### src/rtl/nibble_add_sequencer.sv
// rtl/nibble_add_sequencer.sv - nibble-serial wide adder sharing one external 4-bit slice
// between two round-robin requesters.
module nibble_add_sequencer #(
   parameter int NIBBLES = 8
) (
   input  logic                   wb_clk_i,
   input  logic                   wb_rst_ni,
   input  logic                   r0_valid_i,
   output logic                   r0_ready_o,
   input  logic [4*NIBBLES-1:0]   r0_a_i,
   input  logic [4*NIBBLES-1:0]   r0_b_i,
   input  logic                   r1_valid_i,
   output logic                   r1_ready_o,
   input  logic [4*NIBBLES-1:0]   r1_a_i,
   input  logic [4*NIBBLES-1:0]   r1_b_i,
   output logic                   res_valid_o,
   input  logic                   res_ready_i,
   output logic [4*NIBBLES-1:0]   res_sum_o,
   output logic                   res_co_o,
   output logic                   res_id_o,
   output logic [3:0]             nib_a_o,
   output logic [3:0]             nib_b_o,
   output logic                   nib_ci_o,
   input  logic [3:0]             nib_sum_i,
   input  logic                   nib_co_i,
   output logic                   busy_o
);

   localparam int W = 4*NIBBLES;

   typedef enum logic [1:0] {
      S_IDLE = 2'd0,
      S_RUN  = 2'd1,
      S_DONE = 2'd2
   } state_t;

   state_t       state;
   state_t       state_nxt;

   logic [W-1:0] a_reg;
   logic [W-1:0] b_reg;
   logic [W-1:0] sum_reg;
   logic [W-1:0] sum_nxt;
   logic [W-1:0] res_sum_reg;
   logic         carry_reg;
   logic         res_co_reg;
   logic         res_id_reg;
   logic         id_reg;
   logic         ptr;
   logic [3:0]   idx;

   logic         gnt0;
   logic         gnt1;
   logic         take;
   logic         last_nib;

   // ptr holds the last granted id; on a tie the other requester wins.
   assign gnt0     = r0_valid_i && (!r1_valid_i || ptr);
   assign gnt1     = r1_valid_i && !gnt0;
   assign take     = (state == S_IDLE) && (gnt0 || gnt1);
   assign last_nib = (idx == 4'(NIBBLES-1));

   always_ff @(posedge wb_clk_i or negedge wb_rst_ni) begin
      if (!wb_rst_ni) begin
         state <= S_IDLE;
      end else begin
         state <= state_nxt;
      end
   end

   always_comb begin
      state_nxt  = state;
      r0_ready_o = 1'b0;
      r1_ready_o = 1'b0;
      case (state)
         S_IDLE: begin
            r0_ready_o = gnt0;
            r1_ready_o = gnt1;
            if (gnt0 || gnt1) begin
               state_nxt = S_RUN;
            end
         end
         S_RUN: begin
            if (last_nib) begin
               state_nxt = S_DONE;
            end
         end
         S_DONE: begin
            if (res_ready_i) begin
               state_nxt = S_IDLE;
            end
         end
         default: begin
            state_nxt = S_IDLE;
         end
      endcase
   end

   // Nibble select toward the shared slice, and merge of its sum into the
   // running result. Constant part-selects keep the mux free of variable shifts.
   always_comb begin
      nib_a_o  = 4'd0;
      nib_b_o  = 4'd0;
      nib_ci_o = 1'b0;
      sum_nxt  = sum_reg;
      if (state == S_RUN) begin
         nib_ci_o = carry_reg;
         for (int i = 0; i < NIBBLES; i++) begin
            if (idx == 4'(i)) begin
               nib_a_o            = a_reg[4*i +: 4];
               nib_b_o            = b_reg[4*i +: 4];
               sum_nxt[4*i +: 4]  = nib_sum_i;
            end
         end
      end
   end

   always_ff @(posedge wb_clk_i or negedge wb_rst_ni) begin
      if (!wb_rst_ni) begin
         a_reg       <= '0;
         b_reg       <= '0;
         sum_reg     <= '0;
         res_sum_reg <= '0;
         carry_reg   <= 1'b0;
         res_co_reg  <= 1'b0;
         res_id_reg  <= 1'b0;
         id_reg      <= 1'b0;
         ptr         <= 1'b1;
         idx         <= 4'd0;
      end else begin
         case (state)
            S_IDLE: begin
               if (take) begin
                  a_reg     <= gnt1 ? r1_a_i : r0_a_i;
                  b_reg     <= gnt1 ? r1_b_i : r0_b_i;
                  id_reg    <= gnt1;
                  ptr       <= gnt1;
                  idx       <= 4'd0;
                  carry_reg <= 1'b0;
                  sum_reg   <= '0;
               end
            end
            S_RUN: begin
               sum_reg   <= sum_nxt;
               carry_reg <= nib_co_i;
               // Result registers load only here so they keep the previous
               // result while the next job is running.
               if (last_nib) begin
                  res_sum_reg <= sum_nxt;
                  res_co_reg  <= nib_co_i;
                  res_id_reg  <= id_reg;
               end else begin
                  idx <= idx + 4'd1;
               end
            end
            default: begin
            end
         endcase
      end
   end

   assign res_valid_o = (state == S_DONE);
   assign busy_o      = (state != S_IDLE);
   assign res_sum_o   = res_sum_reg;
   assign res_co_o    = res_co_reg;
   assign res_id_o    = res_id_reg;

endmodule

### config.mk
export PLATFORM = sky130hd
export DESIGN_NAME = nibble_add_sequencer
export DESIGN_NICKNAME = d
export VERILOG_FILES = /design/src/rtl/nibble_add_sequencer.sv
export SDC_FILE = /design/constraint.sdc
export NUM_CORES = 1
export LEC_CHECK = 0
export CORE_MARGIN = 3
export CORE_UTILIZATION = 40
export CTS_CLUSTER_SIZE = 8
export DETAILED_ROUTE_END_ITERATION = 12
export PLACE_DENSITY = 0.77
export SYNTH_ARGS = -nofsm -noshare
export SYNTH_HDL_FRONTEND = slang
export SYNTH_SLANG_ARGS = --single-unit
### constraint.sdc
create_clock -name wb_clk_i -period 2.15 [get_ports wb_clk_i]
set_clock_uncertainty 0.1 [all_clocks]
set_input_delay 0.43 -clock wb_clk_i [delete_from_list [all_inputs] [get_ports wb_clk_i]]
set_output_delay 0.43 -clock wb_clk_i [all_outputs]
set_load 0.005 [all_outputs]
==> impl.org <==
** Routing
- Number of detailed-route iterations in the first pass :: 5
- Number of DRC markers after the initial detailed-route iteration :: 360
- The routed layout has 5,841 vias.
- After detailed routing, the number of remaining DRC violations is 0.
- The count of nets left with antenna violations once routing finished came out at 0.
- The final layout contains routed wiring with a total length of 18.5 mm.
- Post-DR vias/cell :: 5.19
- Dividing the detail-routed wire length by the instance count gives 16.4 µm.

** Yosys
- Counting flops with an async set or reset pin after synthesis yields a share of 100%.
- Post-synthesis average cell area :: 10.0 µm²
- Synthesized area :: 6770 µm²
- In this run, distinct cell masters in the synthesized netlist total 45.
- Post-synth top area cell :: dfrtp_1
- In this run, synthesis produced a sequential element count of 135.
- When the netlist entered floorplanning its net count stood at 816.
- After technology mapping, the gate count stands at 674.
- Yosys attributes the largest share of cell area to dfrtp_1 (50%), mux2i_1 (13%), nand2_1 (7.4%), o21ai_0 (6.2%), a22o_1 (3.6%).
- Sequential cell area fraction in the yosys report :: 49.9%
- Yosys mapped a number of flops with a built-in enable equal to 0.
- Top_reg_cell synth :: dfrtp_1
- During synthesis, Yosys emitted a total of 0 warnings.
- Of the post-synthesis cell area, the dominant cell type holds 49.5%.

** Worst setup path
- Setup slack of the worst register-to-register path :: 0.15 ns
- WS Path Type :: reg2out
- For the worst setup path, the data arrival time is 2.08 ns.
- The worst setup path is launched from a register.
- Tracing the worst setup path back leads to its startpoint at idx[0]$_DFFE_PN0P_.
- CP max stage cell :: dfrtp_1
- Critical path capture point type :: primary output
- Walking the worst path, the cells encountered are buf_6, inv_2, ha_4, nand3b_4, or2_4, a32oi_1, o21ai_1, buf_2.
- Stage delay of the slowest cell on the critical path :: 0.39 ns
- Counting both buffers and inverters, the worst setup path holds a total of 3.
- Reg-to-reg critical path endpoint :: res_sum_o[0]$_DFFE_PN0P_
- Data on the critical path is required at its endpoint by 1.62 ns.
- Cell class contributing the biggest share of worst-path delay :: flip-flops
- Along the worst path, the maximum fanout reaches 5.
- Launch point of the worst reg-to-reg path :: idx[0]$_DFFE_PN0P_
- The worst register-to-register path has a depth of 8.

** Power
- The internal portion of the total power is 8.80 mW.
- Relative contribution of combinational cells to total power :: 46.5%
- Portion of total power attributed to the clock network :: 21.0%
- Net switching is 35.8% of the power.
- Power density normalized to cell area :: 1370 nW/µm²
- The share of total power dissipated in sequential elements is 32.5%.
- In this run the power spent charging and discharging nets is 4.91 mW.
- The analysis attributes to cell leakage a power of 4.61 nW.
- Maximum vdd ir drop :: 0.821 mV

** Run status
- Violations in the final reports :: negative setup slack
- Result of the run :: complete, but fails checks

** CTS
- The clock tree synthesis step divided the H-tree into 4 levels.
- CTS tree :: yes
- Clk root buf :: clkbuf_16
- Clock-pin slew was measured on the worst setup and hold paths at 0.06 ns.
- Buffers inserted during clock tree synthesis total 17.
- Clock latency on the worst-skew pair, taken at its later pin, is 0.42 ns.
- Clock Path Buffers :: 2
- Clock sink count :: 135

** Global route
- Via count of the first global-routing pass :: 5,903
- The first global-routing pass estimated 29.8 mm of wire.
- Global routing used 20.6% of the available tracks across all layers.
- Sum of overflow across all layers after global routing :: 0
- Entering global routing, the biggest net connects 60 pins.
- Antenna violations before repair :: 0

** Hold path
- Hold-critical path depth :: 2
- In this run the most critical hold path is launched from res_sum_o[19]$_DFFE_PN0P_.
- The min-delay analysis places its worst path in the category reg2reg.
- For hold timing, the worst endpoint is res_sum_o[19]$_DFFE_PN0P_.

** Die
- 185 I/O pins were placed.
- Vert. Die Dim :: 136 µm
- Die area :: 18,500 µm²
- Core region area :: 16,200 µm²
- The floorplan has 46 rows.
- The initial utilization of the core area, before any placement, comes to 41.7%.
- Measured along the x axis, the die boundary spans 136 µm.

** Place
- Weighted congestion reported at the end of routability-driven placement :: 0.833
- Port Buf Inserts :: 184
- Setup slack at placement :: -0.569 ns
- The wire-length estimate of the detail-placed layout is 13.5 mm.
- Placed cell area :: 9160 µm²

** Layout
- In the final layout, the share of cells above drive strength 1 is 17.2%.
- Synth-to-layout area growth :: 47.5%
- The net count of the finished layout is 1,038.
- Antenna diode count :: 0
- Summing all non-filler instances in the final layout gives an area of 9990 µm².
- The layout has 1,343 filler cells.

** STA
- Setup repair after global routing could not meet its margin everywhere.
- After layout, the worst setup slack is -0.459 ns.
- Top achievable clock speed :: 383 MHz
- The smallest clock period supported by the final layout is computed as 2.61 ns.
- The number of hold-slack violations in the final timing report came to 0.
- The max-slew violation count came to 0.
- Setup violations remaining at the end of the flow were counted as 8.
- Tightest Pin Transition :: 0.647 ns
- Final period utilization :: 121%
- The tightest hold path in the finished design has a slack of 0.373 ns.
- Measured against its own limit, the worst slew margin works out to 56.7%.

** Flow run
- The tool flagged a number of max-cap violations equal to 0.
tightest hold or removal path, stage by stage (launching register included):
cell and delay [ns]:
dfrtp_1 0.34, nand2_1 0.05, o21ai_0 0.06
cells by family after synthesis:
group / share of synthesized area, %
buf+inv: 4.88
fa+ha+maj: 0.739
mux: 13.0
xor+xnor: 0.129
simple gates: 13.7
compound gates: 17.6
flops: 49.9
layer usage:
metal / vias to the layer above / routed length [µm] / global-route usage (%)
met4: 0 / 310 / 5.94
met2: 219 / 9200 / 35.5
met3: 30 / 1270 / 5.88
met5: - / 0 / 0
li1: 2836 / - / -
met1: 2756 / 7700 / 25.3
power by group through the flow:
stage	sequential, mW	combinational, mW	clock [mW]
4_1_cts	4.45	6.26	2.92
5_1_grt	4.61	7.02	3.04
3_3_place_gp	4.43	5.83	0
2_1_floorplan	4.24	3.42	0
3_5_place_dp	4.45	5.97	0
6_report	4.46	6.37	2.88
cell type report:
cell class,instances,area [µm²],share of cell area (%)
clock buffer,25,495,4.96
clock inverter,7,92.6,0.927
inverter,6,22.5,0.225
multi-input combinational,482,3260,32.6
sequential,135,3380,33.8
tap,216,270,2.71
timing repair buffer,254,2470,24.7
Yosys cell counts (6+ instances only):
master and instances:
a21oi_1 25, a22o_1 28, and2_1 6, buf_2 24
buf_6 9, clkbuf_1 14, dfrtp_1 134, inv_1 6
mux2i_1 88, nand2_1 134, nand3_1 11, nand3b_1 12
nor2_1 13, o21ai_0 84, o21ai_1 14
worst max path at each step:
stage / slack, ns / cells after the start / to
final: -0.46 / 8 / nib_b_o[1]
after global routing: -0.52 / 9 / nib_a_o[0]
after CTS: -0.48 / 8 / nib_b_o[2]
after detailed placement: -0.57 / 8 / nib_a_o[3]
after global placement: -0.53 / 8 / nib_a_o[3]
after floorplan: 0.09 / 5 / nib_a_o[3]
stage by stage:
| step | util, % | power (mW) | std cells | TNS [ns] |
|---|---|---|---|---|
| 2_1_floorplan | - | 7.66 | 674 | 0 |
| 3_5_place_dp | 56.4 | 10.4 | 1082 | -5.08 |
| 4_1_cts | 61.2 | 13.6 | 1124 | -3.37 |
| 6_report | 61.6 | 13.7 | 1125 | -3.38 |
| 3_3_place_gp | 56.4 | 10.3 | 1082 | -4.26 |
| 5_1_grt | 61.6 | 14.7 | 1125 | -4.00 |
what timing repair did:
item                                   CTS  global route
setup buffers                            7             1
endpoints found under the hold margin   38             0
setup endpoints to repair               13             8
resized for setup                       76            11
pin swaps                               18             9
gates cloned                             2             0
hold buffers                             1             0
layout by cell type, fill, tap and decap left out, types with 5 or more instances in the layout:
master / Yosys / layout
clkdlybuf4s50_1: 0 / 170
dfrtp_1: 134 / 134
nand2_1: 134 / 133
mux2i_1: 88 / 88
o21ai_0: 84 / 84
buf_4: 4 / 49
a22o_1: 28 / 28
a21oi_1: 25 / 21
clkbuf_16: 0 / 17
nand3b_1: 12 / 12
nor2_1: 13 / 12
o21ai_1: 14 / 12
nand3_1: 11 / 11
buf_6: 9 / 11
buf_2: 24 / 9
buf_12: 0 / 9
o21ai_2: 4 / 5
dlygate4sd2_1: 0 / 5
No activity file was read; power rests on OpenSTA's default activity.
